--- config.mk ---
export PLATFORM = sky130hd
export DESIGN_NAME = debug_mem_arbiter
export DESIGN_NICKNAME = d
export VERILOG_FILES = /design/src/rtl/debug_mem_arbiter.sv
export SDC_FILE = /design/constraint.sdc
export NUM_CORES = 1
export LEC_CHECK = 0
export CAP_MARGIN = 20
export CELL_PAD_IN_SITES_DETAIL_PLACEMENT = 1
export CELL_PAD_IN_SITES_GLOBAL_PLACEMENT = 2
export CORE_MARGIN = 2
export CORE_UTILIZATION = 28
export DETAILED_ROUTE_END_ITERATION = 8
export PLACE_DENSITY = 0.84
export SYNTH_ARGS = -nofsm -noshare
export SYNTH_HDL_FRONTEND = slang
export SYNTH_SLANG_ARGS = --single-unit
--- constraint.sdc ---
create_clock -name CLK -period 13 [get_ports CLK]
set_input_delay 2.6 -clock CLK [delete_from_list [all_inputs] [get_ports CLK]]
set_output_delay 2.6 -clock CLK [all_outputs]
set_load 0.005 [all_outputs]
--- src/rtl/debug_mem_arbiter.sv ---
// Shares the single data-memory port between the core load/store unit and
// the debug unit, and executes debug register-file accesses.
//
// Ports:
//   CLK, RST                     clock, asynchronous active-high reset
//   tx_flag, mode,
//   address_bridged,
//   data_bridged                 debug transaction request (level, held until doneSending)
//   doneSending, data_internal,
//   dbg_error                    debug completion pulse, read result and error flag
//   core_req, core_we,
//   core_addr, core_wdata        core memory request
//   core_rdata, core_gnt,
//   core_stall                   core read data, completion pulse, stall
//   mem_req, mem_we, mem_addr,
//   mem_wdata, mem_rdata,
//   mem_ack                      data-memory port
//   rf_we, rf_addr, rf_wdata,
//   rf_rdata                     register-file debug port
module debug_mem_arbiter #(
  parameter int unsigned TIMEOUT  = 255,
  parameter logic [31:0] ERR_WORD = 32'hDEADBEEF
) (
  input  logic        CLK,
  input  logic        RST,
  input  logic        tx_flag,
  input  logic [2:0]  mode,
  input  logic [31:0] address_bridged,
  input  logic [31:0] data_bridged,
  output logic        doneSending,
  output logic [31:0] data_internal,
  output logic        dbg_error,
  input  logic        core_req,
  input  logic        core_we,
  input  logic [31:0] core_addr,
  input  logic [31:0] core_wdata,
  output logic [31:0] core_rdata,
  output logic        core_gnt,
  output logic        core_stall,
  output logic        mem_req,
  output logic        mem_we,
  output logic [31:0] mem_addr,
  output logic [31:0] mem_wdata,
  input  logic [31:0] mem_rdata,
  input  logic        mem_ack,
  output logic        rf_we,
  output logic [4:0]  rf_addr,
  output logic [31:0] rf_wdata,
  input  logic [31:0] rf_rdata
);

  localparam int unsigned CntW = 10;

  typedef enum logic [2:0] {
    StIdle,
    StCore,
    StDbgMem,
    StDbgRf,
    StDone,
    StRelease
  } state_e;

  state_e          state_q, state_d;
  logic [CntW-1:0] cnt_q, cnt_d;

  logic        mem_req_d, mem_we_d, core_gnt_d, done_d, err_d, rf_we_d;
  logic [31:0] mem_addr_d, mem_wdata_d, core_rdata_d, data_d, rf_wdata_d;
  logic [4:0]  rf_addr_d;

  logic dbg_is_mem, dbg_is_rf, dbg_aligned;

  assign dbg_is_mem  = (mode == 3'b001) || (mode == 3'b010);
  assign dbg_is_rf   = (mode == 3'b101) || (mode == 3'b110);
  assign dbg_aligned = (address_bridged[1:0] == 2'b00);

  assign core_stall = core_req & ~core_gnt;

  always_comb begin
    state_d      = state_q;
    cnt_d        = cnt_q;
    mem_req_d    = mem_req;
    mem_we_d     = mem_we;
    mem_addr_d   = mem_addr;
    mem_wdata_d  = mem_wdata;
    core_rdata_d = core_rdata;
    core_gnt_d   = 1'b0;
    done_d       = 1'b0;
    data_d       = data_internal;
    err_d        = dbg_error;
    rf_we_d      = 1'b0;
    rf_addr_d    = rf_addr;
    rf_wdata_d   = rf_wdata;

    unique case (state_q)
      StIdle: begin
        // Core has fixed priority; a pending debug request waits for the next idle cycle.
        if (core_req) begin
          state_d     = StCore;
          mem_req_d   = 1'b1;
          mem_we_d    = core_we;
          mem_addr_d  = core_addr;
          mem_wdata_d = core_wdata;
        end else if (tx_flag) begin
          if (dbg_is_mem && dbg_aligned) begin
            state_d     = StDbgMem;
            mem_req_d   = 1'b1;
            mem_we_d    = (mode == 3'b010);
            mem_addr_d  = address_bridged;
            mem_wdata_d = data_bridged;
            cnt_d       = '0;
          end else if (dbg_is_rf) begin
            state_d    = StDbgRf;
            rf_addr_d  = address_bridged[4:0];
            rf_wdata_d = data_bridged;
            // x0 is hard-wired: the write completes without a strobe.
            rf_we_d    = (mode == 3'b110) && (address_bridged[4:0] != 5'd0);
          end else begin
            state_d = StDone;
            done_d  = 1'b1;
            data_d  = ERR_WORD;
            err_d   = 1'b1;
          end
        end
      end

      StCore: begin
        if (mem_ack) begin
          state_d      = StIdle;
          core_rdata_d = mem_rdata;
          core_gnt_d   = 1'b1;
          mem_req_d    = 1'b0;
          mem_we_d     = 1'b0;
        end
      end

      StDbgMem: begin
        // An ack in the same cycle as the timeout compare wins.
        if (mem_ack) begin
          state_d   = StDone;
          done_d    = 1'b1;
          data_d    = mem_we ? data_bridged : mem_rdata;
          err_d     = 1'b0;
          mem_req_d = 1'b0;
          mem_we_d  = 1'b0;
        end else if (cnt_q == CntW'(TIMEOUT)) begin
          state_d   = StDone;
          done_d    = 1'b1;
          data_d    = ERR_WORD;
          err_d     = 1'b1;
          mem_req_d = 1'b0;
          mem_we_d  = 1'b0;
        end else begin
          cnt_d = cnt_q + 1'b1;
        end
      end

      StDbgRf: begin
        state_d = StDone;
        done_d  = 1'b1;
        err_d   = 1'b0;
        data_d  = (mode == 3'b101) ? rf_rdata : data_bridged;
      end

      StDone: begin
        state_d = StRelease;
      end

      StRelease: begin
        // Hold off everything until the controller drops its request.
        if (!tx_flag) begin
          state_d = StIdle;
        end
      end

      default: begin
        state_d = StIdle;
      end
    endcase
  end

  always_ff @(posedge CLK or posedge RST) begin
    if (RST) begin
      state_q       <= StIdle;
      cnt_q         <= '0;
      mem_req       <= 1'b0;
      mem_we        <= 1'b0;
      mem_addr      <= '0;
      mem_wdata     <= '0;
      core_rdata    <= '0;
      core_gnt      <= 1'b0;
      doneSending   <= 1'b0;
      data_internal <= '0;
      dbg_error     <= 1'b0;
      rf_we         <= 1'b0;
      rf_addr       <= '0;
      rf_wdata      <= '0;
    end else begin
      state_q       <= state_d;
      cnt_q         <= cnt_d;
      mem_req       <= mem_req_d;
      mem_we        <= mem_we_d;
      mem_addr      <= mem_addr_d;
      mem_wdata     <= mem_wdata_d;
      core_rdata    <= core_rdata_d;
      core_gnt      <= core_gnt_d;
      doneSending   <= done_d;
      data_internal <= data_d;
      dbg_error     <= err_d;
      rf_we         <= rf_we_d;
      rf_addr       <= rf_addr_d;
      rf_wdata      <= rf_wdata_d;
    end
  end

endmodule
==> impl_summary.log, run 1 <==
[metrics] run status: completed
[metrics] number of levels in the clock H-tree: 4
[metrics] peak supply drop: ~0.09 mV
[metrics] number of cell rows: 65
[metrics] total standard cell area after synthesis: roughly 0.009 mm^2
[metrics] number of buffers on the longest clock path: 2
[metrics] Placement Setup Slack: a little under 7000 ps
[metrics] Final Cycle Share: 0.4800
[metrics] Critical R2R Capture: mem_addr[0]
[metrics] post-CTS repair timing setup buffer count: 0
[metrics] global placer's final weighted congestion: roughly 0.8
[metrics] hold endpoint: cnt_q[0]
[metrics] most used flip-flop cell after synthesis: sky130_fd_sc_hd__dfrtp_1
[metrics] antenna violation net count after detailed routing: 0
[metrics] Area Overhead vs Synth: 52.99%
[metrics] first-pass GRT wire length: 52210 um
[metrics] setup repair after global routing missed its margin: false
[metrics] post-synthesis share of cell area spent on xor and xnor gates: 0.001828
[metrics] worst path arrival time: 3640 ps
[metrics] largest clock skew in the final design: ~11 ps
[metrics] Die Height: 182.3 um
[metrics] area inside the core boundary: roughly 0.031 mm^2
[metrics] logic depth of the worst register-to-register path: 4
[metrics] net count of the mapped netlist: 966
[metrics] share of final-layout standard cells stronger than drive strength 1: 0.1357
[metrics] total count of max-transition violations in the final report: 0
[metrics] category of the worst setup path launch point: primary input
[metrics] synthesized instance count: between 700 and 800
[metrics] number of antenna violations at the first check in global routing: 2
[metrics] overflow left after global routing: 0
[metrics] highest clock rate: approximately 0.16 GHz
[metrics] clock transition at the registers of the reported paths: ~70 ps
[metrics] fraction of the yosys area taken by sequential cells: 0.5174
[metrics] die area: 0.03322 mm^2
[metrics] via-per-instance ratio: around 5.1
[metrics] highest routed layer: met4
[metrics] number of global-route vias before repair: a little over 8000
[metrics] register bit total from synthesis: 184
[metrics] Post-Route Hold Slack: between 500 and 600 ps
[metrics] Final Routed Wirelength: about 34000 um
[metrics] synth top area cells: sky130_fd_sc_hd__dfrtp_1 52%, sky130_fd_sc_hd__mux2i_1 12%, sky130_fd_sc_hd__mux2_2 10%
[metrics] # IOs: between 300 and 400
[metrics] simple-gate share of the synthesized area: 0.06609
[metrics] net count of the finished layout: roughly 1300
[metrics] Pleak: approximately 5.6 nW
[metrics] required arrival time at the worst endpoint: 10400 ps
[metrics] quantity of I/O buffers inserted on ports: between 300 and 400
[metrics] distinct cell type count after synthesis: between 50 and 60
[metrics] routed via count: 7705
[metrics] power per cell area: 202.3 mW/mm^2
[metrics] area share of the largest cell type after synthesis: 0.5174
[metrics] number of gates resized after CTS: 0
[metrics] remaining design rule violation count: 0
[metrics] post-layout util: 0.4337
[metrics] CTS Hold Buffers Added: 0
[metrics] initial cell density of the core: 0.2835
[metrics] min setup slack post-route: about 6800 ps
[metrics] mux contribution to synthesized area: 0.2303
[metrics] hold wc startpoint: cnt_q[0]
[metrics] Worst Max-Slew Pin Slew: 1012 ps
[metrics] startpoint of the worst register-to-register path: state_q[2]
[metrics] Routed met2 length: approximately 17000 um
[metrics] cell type with the highest aggregate area in the netlist: sky130_fd_sc_hd__dfrtp_1
[metrics] EDFF count, synth: 0
[metrics] final routed wire length divided by cell count: between 20 and 25 um
[metrics] largest net degree at the start of global routing: between 100 and 150
[metrics] final-layout setup total negative slack: 0 ps
[metrics] Worst R2R Setup Slack: between 9000 and 10000 ps
[metrics] total of warnings raised by yosys: 0
[metrics] TritonCTS clock tree: yes
[metrics] critical setup path kind: primary input to output port
[metrics] adder and majority cell fraction of the synthesized area: 0.001406
[metrics] final HPWL from detailed placement: ~23000 um
[metrics] count of clock tree sinks: 184
[metrics] met3 layer wire length in the routed design: approximately 2300 um
[metrics] Max-Cap Viols: 0
[metrics] root cell of the clock tree: sky130_fd_sc_hd__clkbuf_16
[metrics] post-synthesis average cell area: about 12 um^2
[metrics] share of the synthesized area in compound gates (AO/OA/AOI/OAI): 0.1415
[metrics] first-pass iteration count of the detailed router: 7
[metrics] number of cells on the worst hold path: 1
[metrics] Final Setup Violations: 0
[metrics] Final min period: 6240 ps
[metrics] worst rel slew slack: 0.3235
[metrics] clock buffer count from CTS: 17
[metrics] Hold Fails Final Rpt: 0
[metrics] chip width: about 180 um
[metrics] GRT Util Overall: 0.2076
[metrics] class of the tightest hold or removal check: flip-flop to flip-flop
[metrics] maximum net fanout on the critical path: 23
[metrics] combinational family with the most area after synthesis: multiplexers
[metrics] ys async rst share: 1.000
[metrics] latest clock arrival within the worst-skew pair: between 400 and 500 ps
[metrics] length of routed wiring on met1: approximately 15000 um
[metrics] initial drt markers: approximately 320
[metrics] Setup crit end kind: output port
==> critical path, stage by stage <==
cell and delay (ps):
sky130_fd_sc_hd__buf_4 330, sky130_fd_sc_hd__nor2b_1 190, sky130_fd_sc_hd__clkdlybuf4s50_1 520
==> cell families (layout without fill, tap and decap cells) <==
group | count (synthesis) | count (layout)
flops | 184 | 184
mux | 192 | 192
compound gates | 202 | 202
other cells | 0 | 2
fa+ha+maj | 1 | 1
simple gates | 105 | 105
xor+xnor | 1 | 1
buf+inv | 79 | 435
==> metal layers <==
layer / vias to the layer above / GRT usage
met3: 45 / 0.05448
met1: 3866 / 0.2596
met4: 0 / 0.07677
li1: 3505 / -
met5: - / 0
met2: 289 / 0.3453
==> per-stage QoR <==
stage	std cells	power (mW)	area (um^2)
after floorplan	764	1.440	8899
after global placement	1490	2.161	12960
after detailed placement	1490	2.194	12960
after CTS	1522	2.797	13610
after global routing	1524	2.922	13610
final	1524	2.754	13610
==> cells in the mapped netlist, drive strengths merged, types with 2 or more instances <==
master / number
buf: 37
and3: 2
nand2: 49
or3: 2
a222oi: 15
or2: 2
dfrtp: 184
a21oi: 143
nor2b: 3
clkbuf: 22
o21ai: 4
mux2: 87
and2: 3
a211oi: 3
nand4: 4
o21bai: 3
a32oi: 8
nor3: 6
nand3b: 3
mux2i: 105
a31oi: 2
nand3: 2
a21boi: 2
o31ai: 4
o31a: 2
nor4: 3
a221o: 8
and4: 3
nand2b: 5
inv: 20
nor3b: 2
or4b: 2
nand4b: 2
nor2: 4
or4: 4
==> layout by cell type, fill, tap and decap left out, drive strengths merged, types with 3 or more instances in the layout <==
cell type      netlist  layout
a211oi               3       3
a21oi              143     143
a221o                8       8
a222oi              15      15
a32oi                8       8
and2                 3       3
and4                 3       3
buf                 37      12
bufinv               0       4
clkbuf              22      20
clkdlybuf4s50        0     371
dfrtp              184     184
inv                 20      24
mux2                87      87
mux2i              105     105
nand2               49      49
nand2b               5       5
nand3b               3       3
nand4                4       4
nor2                 4       4
nor2b                3       3
nor3                 6       6
nor4                 3       3
o21ai                4       4
o21bai               3       3
o31ai                4       4
or4                  4       4
==> report_power, final <==
group	internal (mW)	switching [mW]	total (mW)
sequential	0.827	0.154	0.981
combinational	0.709	0.480	1.19
clock	0.341	0.243	0.584
total	1.88	0.877	2.75
==> flip-flops by register name (all words and copies together), names as in the netlist, 3 cells and up <==
signal and cells:
core_rdata 32, data_internal 32, mem_addr 32, mem_wdata 32, rf_wdata 32, cnt_q 10, rf_addr 5, state_q 3
==> worst max-delay path by stage <==
stage,from,endpoint,slack [ps]
3_3_place_gp,core_req,core_stall,6740
5_1_grt,core_req,core_stall,6710
6_report,core_req,core_stall,6760
2_1_floorplan,RST,cnt_q[0],5400
3_5_place_dp,core_req,core_stall,6740
4_1_cts,core_req,core_stall,6740
==> cell type report <==
type	count	area, um^2
inverters	20	82.58
repair buffers	383	3804
diodes	2	5.005
fillers	3361	17780
multi-input cells	501	3961
flip-flops and latches	184	4606
clock buffers	20	466.7
clock inverters	12	186.4
well taps	402	503.0
Note: power is estimated with default switching activity, not from simulation.
==> run 2: changes to the inputs <==
- CORE_UTILIZATION: 28 -> 26
- PLACE_DENSITY: 0.84 -> 0.79
- clock period: 13 -> 5.9 ns (I/O delays scaled with it)
==> impl_summary.log, run 2 (synthesis results as in run 1) <==
[metrics] run status: completed
[metrics] area inside the core boundary: ~0.034 mm^2
[metrics] Die Height: between 150 and 200 um
[metrics] sequential cell area in the final layout: roughly 0.0046 mm^2
[metrics] class of the tightest hold or removal check: flip-flop to flip-flop
[metrics] initial drt markers: 346
[metrics] count of clock tree sinks: around 180
[metrics] most frequent cells in the layout: 371 x sky130_fd_sc_hd__clkdlybuf4s50_1, 183 x sky130_fd_sc_hd__dfrtp_1, 142 x sky130_fd_sc_hd__a21oi_1
[metrics] final-layout setup total negative slack: 0 ps
[metrics] first-pass iteration count of the detailed router: 5
[metrics] antenna violation net count after detailed routing: 0
[metrics] highest clock rate: around 0.28 GHz
[metrics] via-per-instance ratio: about 4.9
[metrics] switching power: 1.958 mW
[metrics] category of the worst setup path launch point: primary input
[metrics] number of levels in the clock H-tree: 4
[metrics] area of the multi-input gates: slightly below 0.004 mm^2
[metrics] largest clock skew in the final design: 16.59 ps
[metrics] final HPWL from detailed placement: approximately 25000 um
[metrics] power per cell area: ~440 mW/mm^2
[metrics] net count of the finished layout: between 1000 and 1500
[metrics] global placer's final weighted congestion: about 0.83
[metrics] Final min period: about 3600 ps
[metrics] Hold Fails Final Rpt: 0
[metrics] number of antenna violations at the first check in global routing: 0
[metrics] Worst R2R Setup Slack: between 3000 and 4000 ps
[metrics] worst path arrival time: around 2400 ps
[metrics] Final Cycle Share: 0.6032
[metrics] latest clock arrival within the worst-skew pair: ~450 ps
[metrics] die area: between 0.03 and 0.04 mm^2
[metrics] Final Routed Wirelength: 35370 um
[metrics] number of cell rows: between 60 and 70
[metrics] Pleak: 5.596 nW
[metrics] switching share of power: 0.3279
[metrics] critical setup path kind: primary input to output port
[metrics] TritonCTS clock tree: yes
[metrics] quantity of I/O buffers inserted on ports: roughly 370
[metrics] peak supply drop: between 0.2 and 0.25 mV
[metrics] clock transition at the registers of the reported paths: about 60 ps
[metrics] first-pass GRT wire length: around 53000 um
[metrics] CTS Hold Buffers Added: 0
[metrics] filler instances: around 3600
[metrics] root cell of the clock tree: sky130_fd_sc_hd__clkbuf_16
[metrics] Area Overhead vs Synth: 52.91%
[metrics] Final Setup Violations: 0
[metrics] routed via count: a little under 8000
[metrics] post-CTS repair timing setup buffer count: 0
[metrics] number of gates resized after CTS: 0
[metrics] total count of max-transition violations in the final report: 0
[metrics] initial cell density of the core: 0.2647
[metrics] Setup crit end kind: output port
[metrics] chip width: approximately 190 um
[metrics] part of the total power dissipated in combinational logic: 0.441
[metrics] antenna diode instance count: 0
[metrics] overflow left after global routing: 0
[metrics] number of global-route vias before repair: approximately 8500
[metrics] Post-Route Hold Slack: approximately 500 ps
[metrics] clock buffer count from CTS: 17
[metrics] Max-Cap Viols: 0
[metrics] most frequent standard cell in the layout excluding fill and tap cells: sky130_fd_sc_hd__clkdlybuf4s50_1
[metrics] final routed wire length divided by cell count: ~23 um
[metrics] worst rel slew slack: 0.2616
[metrics] share of final-layout standard cells stronger than drive strength 1: 0.1364
[metrics] clock group share of total power: 0.196
[metrics] setup repair after global routing missed its margin: false
[metrics] cell-internal power: approximately 4.0 mW
[metrics] GRT Util Overall: 0.1971
[metrics] number of buffers on the longest clock path: 2
[metrics] # IOs: roughly 370
[metrics] required arrival time at the worst endpoint: 4720 ps
[metrics] fraction of power consumed by sequential logic: 0.363
[metrics] maximum net fanout on the critical path: 29
[metrics] remaining design rule violation count: 0
[metrics] Worst Max-Slew Pin Slew: ~1100 ps
[metrics] largest net degree at the start of global routing: 66
run 2: changes by cell type in the layout (fill, tap and decap cells not counted), sizes merged:
cell and delta:
clkbuf +1, buf +2, diode -2, bufinv -3
clkinvlp +3, inv -1
run 2: worst paths after layout:
check                      startpoint             to  cells past startpoint
max                          core_req     core_stall                      3
min                          cnt_q[0]       cnt_q[0]                      1
max reg2reg                state_q[2]    mem_addr[0]                      5
min reg2reg                  cnt_q[0]       cnt_q[0]                      1
max in group asynchronous         RST  mem_wdata[14]                      3
min in group asynchronous         RST   mem_addr[21]                      2
run 2: critical path, cell delays in order:
cell                              delay, ps
sky130_fd_sc_hd__buf_4                  410
sky130_fd_sc_hd__nor2b_1                210
sky130_fd_sc_hd__clkdlybuf4s50_1        560
run 2: cell type report:
cell class | instances | area share
Clock buffer | 21 | 0.03457
Clock inverter | 11 | 0.008184
Inverter | 20 | 0.005793
Multi-Input combinational cell | 501 | 0.2911
Sequential cell | 184 | 0.3385
Tap cell | 448 | 0.04120
Timing Repair Buffer | 385 | 0.2806
run 2: metrics by stage:
step | setup WS (ps) | utilization | area [um^2] | instances | power (mW)
finish | 2341 | 0.4048 | 13610 | 1570 | 5.972
CTS | 2330 | 0.4048 | 13610 | 1570 | 6.069
detailed placement | 2037 | 0.3875 | 13030 | 1538 | 4.853
global placement | 2086 | 0.3875 | 13030 | 1538 | 4.797
global route | 2277 | 0.4048 | 13610 | 1570 | 6.348
floorplan | 2355 | - | 8902 | 764 | 3.174
run 2: power by group through the flow:
| stage | combinational, mW | clock (mW) | sequential, mW |
|---|---|---|---|
| 3_5_place_dp | 2.67 | 0 | 2.18 |
| 5_1_grt | 2.84 | 1.26 | 2.25 |
| 6_report | 2.64 | 1.17 | 2.17 |
| 4_1_cts | 2.68 | 1.21 | 2.17 |
| 3_3_place_gp | 2.64 | 0 | 2.16 |
| 2_1_floorplan | 1.01 | 0 | 2.17 |
run 2: metal layers:
metal | part of all wire | global-route usage | vias to the layer above
met3 | 0.071 | 0.05542 | 31
met1 | 0.42 | 0.2402 | 3918
li1 | - | - | 3520
met4 | 0.020 | 0.05889 | 0
met2 | 0.49 | 0.3380 | 279
met5 | 0 | 0 | -
